File: src/rtl/vcp_pkg.sv
// rtl/vcp_pkg.sv - shared opcodes, control-word layout and FSM state type for vector_control_pipe
//
// Purpose: one place for the opcode encodings and for the layout of the
// control word that vcp_opcode_decoder produces and vector_control_pipe
// carries through EX/MEM/WB.
// Control word bits: [10] illegal (only with VCP_ILLEGAL_TRAP_EN), [9] vector_wre,
// [8] load, [7] wre, [6] wme, [5:4] wb_sel, [3:0] aluOp; bits above 10 are zero.
package vcp_pkg;

    localparam logic [3:0] OP_NOP  = 4'b0000;
    localparam logic [3:0] OP_ADD  = 4'b0001;
    localparam logic [3:0] OP_ADDV = 4'b0010;
    localparam logic [3:0] OP_BEQ  = 4'b0100;
    localparam logic [3:0] OP_LDR  = 4'b1001;
    localparam logic [3:0] OP_STR  = 4'b1010;

    localparam logic [1:0] WB_SEL_ALU = 2'b01;
    localparam logic [3:0] ALU_ADD    = 4'b0001;

    // Bit positions the sequencer inspects directly in the padded word.
    localparam int BIT_VECTOR_WRE = 9;
    localparam int BIT_ILLEGAL    = 10;
    localparam int CTRL_USED_W    = 11;

    // Packed so that bit 0 is alu_op[0] and bit 10 is illegal.
    typedef struct packed {
        logic       illegal;
        logic       vector_wre;
        logic       load;
        logic       wre;
        logic       wme;
        logic [1:0] wb_sel;
        logic [3:0] alu_op;
    } ctrl_word_t;

    typedef enum logic {
        ST_IDLE,
        ST_VEC_ISSUE
    } vcp_state_t;

endpackage

File: src/rtl/vcp_opcode_decoder.sv
// rtl/vcp_opcode_decoder.sv - combinational opcode to control-word decoder
//
// Ports:
//   opcode    in  OPCODE_W  instruction opcode
//   ctrl_word out CTRL_W    zero-padded control word
// Macro VCP_ILLEGAL_TRAP_EN: when defined, unknown opcodes set the illegal
// bit (10); otherwise they decode as a nop.
module vcp_opcode_decoder
    import vcp_pkg::*;
#(
    parameter int OPCODE_W = 4,
    parameter int CTRL_W   = 16
) (
    input  logic [OPCODE_W-1:0] opcode,
    output logic [CTRL_W-1:0]   ctrl_word
);

    ctrl_word_t w;

    always_comb begin
        w = '0;
        case (opcode)
            OPCODE_W'(OP_NOP), OPCODE_W'(OP_BEQ): begin
                w = '0;
            end
            OPCODE_W'(OP_ADD): begin
                w.wre    = 1'b1;
                w.wb_sel = WB_SEL_ALU;
                w.alu_op = ALU_ADD;
            end
            OPCODE_W'(OP_ADDV): begin
                w.vector_wre = 1'b1;
                w.wb_sel     = WB_SEL_ALU;
                w.alu_op     = ALU_ADD;
            end
            OPCODE_W'(OP_STR): begin
                w.wme = 1'b1;
            end
            OPCODE_W'(OP_LDR): begin
                w.load   = 1'b1;
                w.wre    = 1'b1;
                w.alu_op = ALU_ADD;
            end
            default: begin
`ifdef VCP_ILLEGAL_TRAP_EN
                w.illegal = 1'b1;
`else
                w = '0;
`endif
            end
        endcase
    end

    assign ctrl_word = CTRL_W'(w);

endmodule

File: src/rtl/vector_control_pipe.sv
// rtl/vector_control_pipe.sv - opcode sequencer with EX/MEM/WB control-word pipeline
//
// Ports:
//   clk, rst            clock; asynchronous active-low reset
//   op_valid, opCode    opcode offer from upstream; op_ready high in IDLE only
//   stall_in            freezes every stage register, the FSM and beat counter
//   flush               clears EX and abandons any vector op; MEM/WB still advance
//   ctrl_ex/mem/wb      registered control word per stage
//   lane_idx_ex         beat index of the word in EX (0 for scalars/bubbles)
//   busy                vector op in progress
//   illegal             (VCP_ILLEGAL_TRAP_EN only) sticky unknown-opcode flag
// Macro VCP_ILLEGAL_TRAP_EN enables the illegal-opcode trap.
module vector_control_pipe
    import vcp_pkg::*;
#(
    parameter int OPCODE_W = 4,
    parameter int CTRL_W   = 16,
    parameter int VLEN     = 8,
    parameter int LANES    = 2,
    localparam int BEATS   = VLEN / LANES,
    localparam int LIDX_W  = (BEATS > 1) ? $clog2(BEATS) : 1
) (
    input  logic                clk,
    input  logic                rst,
    input  logic                op_valid,
    input  logic [OPCODE_W-1:0] opCode,
    output logic                op_ready,
    input  logic                stall_in,
    input  logic                flush,
    output logic [CTRL_W-1:0]   ctrl_ex,
    output logic [CTRL_W-1:0]   ctrl_mem,
    output logic [CTRL_W-1:0]   ctrl_wb,
    output logic [LIDX_W-1:0]   lane_idx_ex,
    output logic                busy
`ifdef VCP_ILLEGAL_TRAP_EN
    ,
    output logic                illegal
`endif
);

    localparam logic [LIDX_W-1:0] LAST_BEAT = LIDX_W'(BEATS - 1);

    vcp_state_t          state_q;
    logic [LIDX_W-1:0]   beat_q;      // next beat index to issue while in VEC_ISSUE
    logic [CTRL_W-1:0]   vec_word_q;  // upstream may drop the opcode after accept
    logic [CTRL_W-1:0]   dec_word;
    logic                accept;
    logic                dec_is_vector;

    vcp_opcode_decoder #(
        .OPCODE_W (OPCODE_W),
        .CTRL_W   (CTRL_W)
    ) u_decoder (
        .opcode    (opCode),
        .ctrl_word (dec_word)
    );

    assign op_ready      = (state_q == ST_IDLE);
    assign busy          = (state_q == ST_VEC_ISSUE);
    assign accept        = op_valid & op_ready & ~stall_in & ~flush;
    assign dec_is_vector = dec_word[BIT_VECTOR_WRE];

    always_ff @(posedge clk or negedge rst) begin
        if (!rst) begin
            state_q     <= ST_IDLE;
            beat_q      <= '0;
            vec_word_q  <= '0;
            ctrl_ex     <= '0;
            ctrl_mem    <= '0;
            ctrl_wb     <= '0;
            lane_idx_ex <= '0;
        end else if (flush) begin
            // Flush wins over stall: the older MEM/WB entries still drain.
            ctrl_wb     <= ctrl_mem;
            ctrl_mem    <= ctrl_ex;
            ctrl_ex     <= '0;
            lane_idx_ex <= '0;
            state_q     <= ST_IDLE;
            beat_q      <= '0;
        end else if (!stall_in) begin
            ctrl_wb  <= ctrl_mem;
            ctrl_mem <= ctrl_ex;
            case (state_q)
                ST_IDLE: begin
                    lane_idx_ex <= '0;
                    if (accept) begin
                        ctrl_ex <= dec_word;
                        // A single-beat vector completes in this cycle.
                        if (dec_is_vector && (BEATS > 1)) begin
                            state_q    <= ST_VEC_ISSUE;
                            beat_q     <= LIDX_W'(1);
                            vec_word_q <= dec_word;
                        end
                    end else begin
                        ctrl_ex <= '0;
                    end
                end
                ST_VEC_ISSUE: begin
                    ctrl_ex     <= vec_word_q;
                    lane_idx_ex <= beat_q;
                    if (beat_q == LAST_BEAT) begin
                        state_q <= ST_IDLE;
                        beat_q  <= '0;
                    end else begin
                        beat_q <= beat_q + LIDX_W'(1);
                    end
                end
                default: begin
                    state_q <= ST_IDLE;
                    beat_q  <= '0;
                end
            endcase
        end
    end

`ifdef VCP_ILLEGAL_TRAP_EN
    always_ff @(posedge clk or negedge rst) begin
        if (!rst) begin
            illegal <= 1'b0;
        end else if (accept && dec_word[BIT_ILLEGAL]) begin
            illegal <= 1'b1;
        end
    end
`endif

endmodule

File: config.mk
export PLATFORM = sky130hd
export DESIGN_NAME = vector_control_pipe
export DESIGN_NICKNAME = d
export VERILOG_FILES = /design/src/rtl/vcp_pkg.sv /design/src/rtl/vcp_opcode_decoder.sv /design/src/rtl/vector_control_pipe.sv
export SDC_FILE = /design/constraint.sdc
export NUM_CORES = 1
export LEC_CHECK = 0
export CORE_ASPECT_RATIO = 2
export CORE_MARGIN = 2
export CORE_UTILIZATION = 40
export CTS_CLUSTER_DIAMETER = 150
export DETAILED_ROUTE_END_ITERATION = 8
export GPL_TIMING_DRIVEN = 0
export PLACE_DENSITY_LB_ADDON = 0.05
export SYNTH_ARGS = -nofsm -noshare
export SYNTH_HDL_FRONTEND = slang
export SYNTH_SLANG_ARGS = --single-unit
File: constraint.sdc
create_clock -name clk -period 2.35 [get_ports clk]
set_clock_uncertainty 0.2 [all_clocks]
set_input_delay 0.235 -clock clk [delete_from_list [all_inputs] [get_ports clk]]
set_output_delay 0.235 -clock clk [all_outputs]
set_load 0.01 [all_outputs]
==> impl_metrics.csv, run 1 <==
group,metric,value,unit
status,status,"finished, final reports clean",
die,io_pins,61,
global_route,grt_use_total,16.13,%
drt,wl_per_cell,12.10,um
timing,hold_viol,0,
worst_setup_path,endpoint,"op_ready",
timing,min_period_over_period,79.47,%
clock_network,ctsResizeCount,0,
timing,holdWs,0.1924,ns
layout,fin_area,0.002003,mm2
drt,ant_nets,0,
global_route,grt_pass1_vias,1019,
drt,drt-initial-drc-count,8,
place,portBuffers,29,
power,vdd_ir_drop_max,0.3672,mV
worst_setup_path,startpoint_type,"flip-flop",
layout,fin_cells,243,
synthesis,synth_edf_count,0,
die,fp.dieW,46.69,um
synthesis,synth_compound_area_share,10.73,%
timing,slew_headroom,57.65,%
synthesis,ys.warnings.count,0,
die,dieArea,0.004172,mm2
clock_network,clkSinkCount,29,
timing,setup_violations,0,
layout,drive_above_1_share,29.38,%
worst_setup_path,cpMaxStageDelayCell,"clkdlybuf4s50_1",
run,maxCapViolations,0,
die,rows,31,
synthesis,synth_fa_ha_area_share,0.8584,%
synthesis,synth_xor_area_share,0.6009,%
die,die_y,89.37,um
clock_network,cts.path.max_buffers,2,
clock_network,clk_pin_slew_worst_paths,0.06,ns
synthesis,synthCells,127,
clock_network,cts_max_level,2,
synthesis,yosys.area.top_type,"dfrtp_1",
synthesis,synth_top_family_by_area,"buffers and inverters",
worst_setup_path,rr_worst_depth,3,
synthesis,synth.cell_area,0.001458,mm2
worst_setup_path,cp.arrival,1.43,ns
timing,final.min_clock_period,1.867,ns
die,core_area,0.003568,mm2
worst_setup_path,cp.depth,2,
worst_setup_path,timing.rr.end,"vec_word_q[9]$_DFFE_PN0P_",
worst_setup_path,crit_chain,"inv_1 -> clkdlybuf4s50_1",
synthesis,ys_seq_area_share,49.79,%
worst_setup_path,crit_path_end_kind,"output port",
synthesis,ys_seq_elements,29,
synthesis,synth-simple-area-share,11.33,%
synthesis,synthTopCellsByCount,"buf_4, dfrtp_1, mux2_2",
min_path,hold_class,"in2reg",
power,power_leakage,0.9865,nW
drt,vias,1050,
worst_setup_path,slowest_delay,0.55,ns
clock_network,cts_tree,"built",
global_route,antenna_found_initial,0,
timing,finalSetupTns,0,ns
worst_setup_path,crit_family,"buffers and inverters",
synthesis,synth.most_common_cell,"buf_4",
worst_setup_path,worstSetupPathType,"reg2out",
drt,firstDrtPassIters,4,
drt,drc,0,
place,dp.cells,234,
worst_setup_path,startpoint,"busy$_DFFE_PN0P_",
worst_setup_path,rrSetupSlack,0.58,ns
worst_setup_path,cp_num_buf_inv,2,
worst_setup_path,rr_startpoint,"busy$_DFFE_PN0P_",
synthesis,synth-async-reset-ratio,100.0,%
worst_setup_path,crit_required,1.91,ns
place,hpwl,2.256,mm
timing,max_freq,535.5,MHz
synthesis,synthFlopType,"dfrtp_1",
timing,slew_violations,0,
clock_network,cts_buffers,5,
global_route,grt_first_pass_wirelength,4.740,mm
clock_network,insertion_delay,0.28,ns
power,power_density,542.0,mW/mm2
synthesis,ys_types,33,
synthesis,muxShareOfSynthArea,8.498,%
place,place_congestion,0.8163,
drt,vias_per_cell,4.321,
place,dpl_cell_area,0.001918,mm2
global_route,overflow,0,
layout,syn2layout_area_growth,37.42,%
synthesis,syn_avg_cell_area,11.48,um2
drt,drt-total-wl,2.941,mm
layout,num-nets-final,203,
clock_network,post_cts_buffers,0,
global_route,grt_max_degree,30,
worst_setup_path,path_max_fanout,8,
timing,rsz0062_at_grt,"no",
timing,worst_pin_slew,0.6353,ns
synthesis,synth_top_area_share,49.79,%
clock_network,clock_tree.root_cell,"clkbuf_8",
die,start_util,40.85,%
synthesis,synthTopCellsByArea,"dfrtp_1, buf_4, mux2_2",
layout,diodes,0,
layout,final_util,56.14,%
worst min-delay path by stage:
stage	start	endpoint	slack (ns)	cells after the start
2_1_floorplan	rst	beat_q[0]$_DFFE_PN0P_	-0.26	0
3_3_place_gp	vec_word_q[9]$_DFFE_PN0P_	vec_word_q[9]$_DFFE_PN0P_	0.25	1
3_5_place_dp	vec_word_q[4]$_DFFE_PN0P_	vec_word_q[4]$_DFFE_PN0P_	0.26	1
4_1_cts	stall_in	ctrl_ex[6]$_DFFE_PN0P_	0.20	3
5_1_grt	stall_in	vec_word_q[8]$_DFFE_PN0P_	0.23	3
6_report	stall_in	vec_word_q[7]$_DFFE_PN0P_	0.19	3
routing by layer:
layer | wire length, um | track usage, % | share of wire [%] | vias to the layer above
met3 | 169 | 4.040 | 5.7 | 8
met4 | 81 | 9.848 | 2.8 | 0
li1 | - | - | - | 509
met5 | 0 | 0 | 0 | -
met2 | 1630 | 27.90 | 55 | 33
met1 | 1059 | 16.50 | 36 | 500
layout by cell type, fill, tap and decap left out, types with 2 or more instances in the layout:
cell,synthesis,final
nor2_1,3,3
inv_1,4,4
a21oi_1,2,2
a22oi_1,7,7
o32ai_1,3,3
clkbuf_1,2,5
mux2_2,11,11
o22ai_1,2,2
buf_2,2,3
dfrtp_1,29,29
clkdlybuf4s50_1,0,28
nand2_1,2,2
nor2b_1,7,7
clkbuf_8,0,5
conb_1,1,30
nand2b_1,2,2
buf_4,30,30
or2_2,3,3
flip-flops by register name (all words and copies together) (netlist names):
| name | flops |
|---|---|
| ctrl_ex | 6 |
| ctrl_mem | 6 |
| ctrl_wb | 6 |
| vec_word_q | 6 |
| beat_q | 2 |
| lane_idx_ex | 2 |
| busy | 1 |
per-stage QoR:
step / total power [mW] / worst slack (ns)
2_1_floorplan: 0.6492 / 0.6586
3_3_place_gp: 0.7070 / 0.3294
3_5_place_dp: 0.7101 / 0.2975
4_1_cts: 1.096 / 0.4823
5_1_grt: 1.139 / 0.4301
6_report: 1.086 / 0.4825
worst register-to-register path: cells and delay by family (launching register included):
family           cells  cell delay, ns
DFF                  1            0.46
and+or+nand+nor      3            1.06
timing repair:
action,CTS,global route
endpoints found under the hold margin,0,29
hold buffers,0,1
setup endpoints to repair,0,0
logic make-up after synthesis:
kind of cell / count (synthesis)
other cells: 1
fa+ha+maj: 1
simple gates: 24
flops: 29
mux: 11
buf+inv: 39
xor+xnor: 1
compound gates: 21
cell type report:
type / instances / area, um2
clock buffer: 8 / 80.08
buffer: 35 / 246.5
sequential: 29 / 725.7
timing repair buffer: 30 / 295.3
multi-input combinational: 88 / 579.3
fill: 361 / 1565
inverter: 4 / 15.01
tap: 49 / 61.31
power breakdown:
group | switching (mW) | internal (mW)
logic | 0.0796 | 0.0899
registers | 0.0119 | 0.521
clock network | 0.173 | 0.210
Note: power is estimated with default switching activity, not from simulation.
==> run 2, diff against run 1 <==
--- a/config.mk
+++ b/config.mk
@@ -7,7 +7,7 @@
 export LEC_CHECK = 0
 export CORE_ASPECT_RATIO = 2
 export CORE_MARGIN = 2
-export CORE_UTILIZATION = 40
+export CORE_UTILIZATION = 38
 export CTS_CLUSTER_DIAMETER = 150
 export DETAILED_ROUTE_END_ITERATION = 8
 export GPL_TIMING_DRIVEN = 0
==> constraint.sdc (replaced) <==
create_clock -name clk -period 1.7 [get_ports clk]
set_clock_uncertainty 0.2 [all_clocks]
set_input_delay 0.17 -clock clk [delete_from_list [all_inputs] [get_ports clk]]
set_output_delay 0.17 -clock clk [all_outputs]
set_load 0.01 [all_outputs]
==> impl_metrics.csv, run 2 (synthesized netlist as in run 1, its figures left out) <==
group,metric,value,unit
status,status,"finished with violations",
status,violations,"negative setup slack",
clock_network,cts_tree,"built",
drt,drt-total-wl,2.945,mm
layout,diodes,0,
worst_setup_path,cp.arrival,1.69,ns
place,place_congestion,0.8251,
timing,max_freq,584.9,MHz
clock_network,insertion_delay,0.28,ns
worst_setup_path,cpMaxStageDelayCell,"or4b_4",
global_route,grt_max_degree,30,
clock_network,cts.path.max_buffers,2,
drt,drc,0,
drt,firstDrtPassIters,4,
drt,wl_per_cell,12.17,um
die,core_area,0.003646,mm2
worst_setup_path,crit_chain,"or4b_4 -> or2_4 -> o32ai_2",
timing,setup_ws,-0.009644,ns
place,dpl_cell_area,0.001918,mm2
die,fp.dieW,47.80,um
power,power_density,754.3,mW/mm2
timing,slew_headroom,58.48,%
drt,ant_nets,0,
power,p_total,1.532,mW
timing,final.min_clock_period,1.710,ns
worst_setup_path,crit_family,"simple AND/OR/NAND/NOR gates",
layout,final_cell_mix,"buf_4, conb_1, dfrtp_1",
worst_setup_path,crit_path_end_kind,"flip-flop",
worst_setup_path,rr_startpoint,"busy$_DFFE_PN0P_",
timing,setup_violations,2,
global_route,antenna_found_initial,0,
clock_network,cts_buffers,5,
min_path,hold_class,"in2reg",
power,power_leakage,0.9959,nW
die,start_util,39.98,%
place,hpwl,2.278,mm
worst_setup_path,cp_num_buf_inv,0,
die,rows,31,
clock_network,cts_max_level,2,
layout,syn2layout_area_growth,39.31,%
worst_setup_path,worstSetupPathType,"reg2reg",
die,dieArea,0.004378,mm2
worst_setup_path,endpoint,"busy$_DFFE_PN0P_",
die,io_pins,61,
layout,fillerInstances,365,
global_route,overflow,0,
drt,drt-initial-drc-count,7,
timing,rsz0062_at_grt,"yes",
worst_setup_path,startpoint,"busy$_DFFE_PN0P_",
clock_network,clk_pin_slew_worst_paths,0.06,ns
worst_setup_path,timing.rr.end,"busy$_DFFE_PN0P_",
worst_setup_path,startpoint_type,"flip-flop",
layout,num-nets-final,203,
timing,slew_violations,0,
clock_network,clkSinkCount,29,
timing,min_period_over_period,100.6,%
drt,vias,1066,
die,die_y,91.59,um
global_route,grt_pass1_vias,1075,
worst_setup_path,slowest_delay,0.58,ns
worst_setup_path,crit_required,1.68,ns
layout,fin_area,0.002031,mm2
layout,drive_above_1_share,32.64,%
timing,holdWs,0.1297,ns
clock_network,clock_tree.root_cell,"clkbuf_8",
worst_setup_path,rr_worst_depth,3,
place,portBuffers,29,
timing,hold_viol,0,
power,vdd_ir_drop_max,0.5002,mV
layout,layout_commonest_cell,"buf_4",
worst_setup_path,cp.depth,3,
global_route,grt_use_total,16.38,%
timing,worst_pin_slew,0.6228,ns
worst_setup_path,path_max_fanout,5,
global_route,grt_first_pass_wirelength,5.037,mm
run,maxCapViolations,0,
worst_setup_path,rrSetupSlack,-0.01,ns
drt,vias_per_cell,4.405,
[run 2: cell types whose count changed in the layout (fill, tap and decap cells not counted), sizes merged]
cell | previous run | this run
clkbuf | 10 | 8
buf | 34 | 35
clkdlybuf4s50 | 28 | 27
dlygate4sd2 | 0 | 1
[run 2: worst min path at each step]
stage	from	to	slack, ns	depth (start not counted)
2_1_floorplan	rst	beat_q[0]$_DFFE_PN0P_	-0.33	0
3_3_place_gp	vec_word_q[9]$_DFFE_PN0P_	vec_word_q[9]$_DFFE_PN0P_	0.25	1
3_5_place_dp	vec_word_q[9]$_DFFE_PN0P_	vec_word_q[9]$_DFFE_PN0P_	0.26	1
4_1_cts	stall_in	busy$_DFFE_PN0P_	0.10	3
5_1_grt	stall_in	vec_word_q[7]$_DFFE_PN0P_	0.16	3
6_report	stall_in	ctrl_ex[6]$_DFFE_PN0P_	0.13	3
[run 2: routing by layer]
layer	global-route usage, %	vias to the layer above	part of all wire, %
li1	-	509	-
met1	16.03	505	34
met2	27.33	42	57
met3	5.169	10	6.4
met4	9.910	0	3.1
met5	0	-	0
[run 2: cell type report]
type                            instances  area [um2]  share of cell area, %
Tap cell                               49       61.31                  3.019
Timing Repair Buffer                   31       301.5                  14.85
Sequential cell                        29       726.9                  35.80
Buffer                                 34       242.7                  11.95
Multi-Input combinational cell         88       596.8                  29.39
Clock buffer                            7       86.33                  4.251
Inverter                                4       15.01                 0.7394
[run 2: metrics by stage]
stage / setup slack [ns] / TNS [ns] / std cells / util [%]
6_report: -0.009644 / -0.01212 / 242 / 55.70
3_3_place_gp: -0.2741 / -10.53 / 234 / 52.61
2_1_floorplan: 0.008579 / 0 / 156 / -
4_1_cts: -0.002381 / -0.002381 / 242 / 55.35
3_5_place_dp: -0.3076 / -12.09 / 234 / 52.61
5_1_grt: -0.07579 / -0.5277 / 242 / 55.70
[run 2: timing repair]
action | 4_1_cts | 5_1_grt
hold endpoints to repair | 0 | 29
setup buffers | 1 | 0
endpoints found under the setup margin | 20 | 14
cloned | 0 | 0
hold buffers | 0 | 1
resized for setup | 6 | 2
pin swaps | 4 | 3
[run 2: power by group]
group          leakage (nW)  internal (mW)  switching (mW)
sequential            0.393          0.721          0.0176
combinational         0.559          0.129           0.111
clock                0.0443          0.320           0.234
[run 2: worst reg2reg max path, cell delays in order (launching register included)]
cell	delay, ns
dfrtp_2	0.43
or4b_4	0.58
or2_4	0.29
o32ai_2	0.12
==> run 3, diff against run 2 <==
--- a/config.mk
+++ b/config.mk
@@ -6,7 +6,6 @@
 export NUM_CORES = 1
 export LEC_CHECK = 0
 export CORE_ASPECT_RATIO = 2
-export CORE_MARGIN = 2
 export CORE_UTILIZATION = 38
 export CTS_CLUSTER_DIAMETER = 150
 export DETAILED_ROUTE_END_ITERATION = 8
==> impl_metrics.csv, run 3 (synthesized netlist as in run 1, its figures left out) <==
group,metric,value,unit
drt,firstDrtPassIters,2,
clock_network,clk_pin_slew_worst_paths,0.06,ns
global_route,grt_first_pass_wirelength,4.464,mm
worst_setup_path,startpoint_type,"flip-flop",
clock_network,clock_tree.root_cell,"clkbuf_8",
timing,setup_ws,-0.01499,ns
worst_setup_path,crit_path_end_kind,"flip-flop",
global_route,antenna_found_initial,0,
place,hpwl,2.209,mm
timing,hold_viol,0,
layout,num-nets-final,204,
timing,final.min_clock_period,1.715,ns
worst_setup_path,worstSetupPathType,"reg2reg",
timing,worst_pin_slew,0.6364,ns
drt,vias_per_cell,4.451,
power,power_leakage,1.012,nW
worst_setup_path,slowest_delay,0.58,ns
layout,drive_above_1_share,33.33,%
layout,diodes,0,
timing,min_period_over_period,100.9,%
global_route,overflow,0,
drt,ant_nets,0,
layout,final_util,56.97,%
place,dpl_cell_area,0.001918,mm2
worst_setup_path,rr_startpoint,"busy$_DFFE_PN0P_",
clock_network,insertion_delay,0.28,ns
worst_setup_path,cpMaxStageDelayCell,"or4b_4",
layout,fin_area,0.002077,mm2
timing,rsz0062_at_grt,"yes",
worst_setup_path,crit_required,1.68,ns
timing,slew_violations,0,
drt,vias,1086,
die,dieArea,0.004103,mm2
worst_setup_path,startpoint,"busy$_DFFE_PN0P_",
worst_setup_path,timing.rr.end,"busy$_DFFE_PN0P_",
place,place_congestion,0.8091,
drt,drc,0,
clock_network,cts_tree,"built",
clock_network,cts.path.max_buffers,2,
global_route,grt_use_total,15.77,%
place,preCtsSetupSlack,-0.3179,ns
status,violations,"negative setup slack",
layout,syn2layout_area_growth,42.49,%
global_route,grt_pass1_vias,978,
status,status,"finished with violations",
run,maxCapViolations,0,
layout,layout_commonest_cell,"buf_4",
worst_setup_path,rrSetupSlack,-0.01,ns
worst_setup_path,crit_chain,"or4b_4 -> or2_4 -> o32ai_4",
drt,drt-initial-drc-count,25,
worst_setup_path,endpoint,"busy$_DFFE_PN0P_",
die,io_pins,61,
layout,fin_cells,244,
global_route,grt_max_degree,30,
place,dp.cells,234,
clock_network,cts_max_level,2,
timing,slew_headroom,57.57,%
die,rows,31,
die,core_area,0.003646,mm2
power,power_density,822.0,mW/mm2
worst_setup_path,path_max_fanout,4,
clock_network,clkSinkCount,29,
die,start_util,39.98,%
drt,drt-total-wl,2.960,mm
layout,final_cell_mix,"buf_4, conb_1, dfrtp_1",
worst_setup_path,rr_worst_depth,3,
place,portBuffers,29,
power,p_total,1.707,mW
drt,wl_per_cell,12.13,um
timing,max_freq,583.1,MHz
clock_network,cts_buffers,5,
power,vdd_ir_drop_max,0.6035,mV
die,die_y,89.59,um
die,fp.dieW,45.80,um
min_path,hold_class,"in2reg",
timing,setup_violations,1,
worst_setup_path,cp.arrival,1.70,ns
## run 3: timing repair
action | CTS | global route
endpoints found under the hold margin | 0 | 29
hold buffers | 0 | 1
pin swaps | 1 | 3
setup buffers | 1 | 0
setup endpoints to repair | 22 | 17
resized for setup | 6 | 3
## run 3: power by group
group	switching (mW)	internal [mW]	total (mW)
Combinational	0.112	0.127	0.239
Clock	0.255	0.477	0.732
Sequential	0.0159	0.720	0.736
Total	0.383	1.32	1.71
## run 3: layout make-up
type,count,area [um2]
timing repair buffer,31,301.5
multi-input combinational,88,606.8
inverter,4,15.01
buffer,35,249.0
sequential,29,726.9
clock buffer,7,86.33
clock inverter,1,30.03
fill,347,1569
tap,49,61.31
## run 3: stage by stage
step                       TNS, ns  hold slack, ns
after floorplan                  0         -0.3256
after global placement      -11.63          0.2538
after detailed placement    -11.85          0.2540
after CTS                 -0.01537          0.1149
after global routing       -0.3006          0.1202
final                     -0.01499          0.1144
## run 3: how the worst min path moves through the flow
stage,slack (ns),startpoint,depth (start not counted),end
floorplan,-0.33,rst,0,beat_q[0]$_DFFE_PN0P_
global placement,0.25,vec_word_q[0]$_DFFE_PN0P_,1,vec_word_q[0]$_DFFE_PN0P_
detailed placement,0.25,vec_word_q[9]$_DFFE_PN0P_,1,vec_word_q[9]$_DFFE_PN0P_
CTS,0.11,stall_in,3,vec_word_q[7]$_DFFE_PN0P_
global route,0.12,stall_in,3,vec_word_q[7]$_DFFE_PN0P_
finish,0.11,stall_in,3,vec_word_q[6]$_DFFE_PN0P_
## run 3: critical path, delay by kind of cell (launching register included)
kind               cells  cell delay, ns
DFF                    1            0.43
AOI/OAI and AO/OA      1            0.13
and+or+nand+nor        2            0.86
## run 3: per-layer routing
| layer | global-route usage, % | routed length (um) | part of all wire, % |
|---|---|---|---|
| met1 | 16.21 | 1080 | 36 |
| met2 | 28.05 | 1668 | 56 |
| met3 | 4.200 | 142 | 4.8 |
| met4 | 8.021 | 68 | 2.3 |
| met5 | 0 | 0 | 0 |
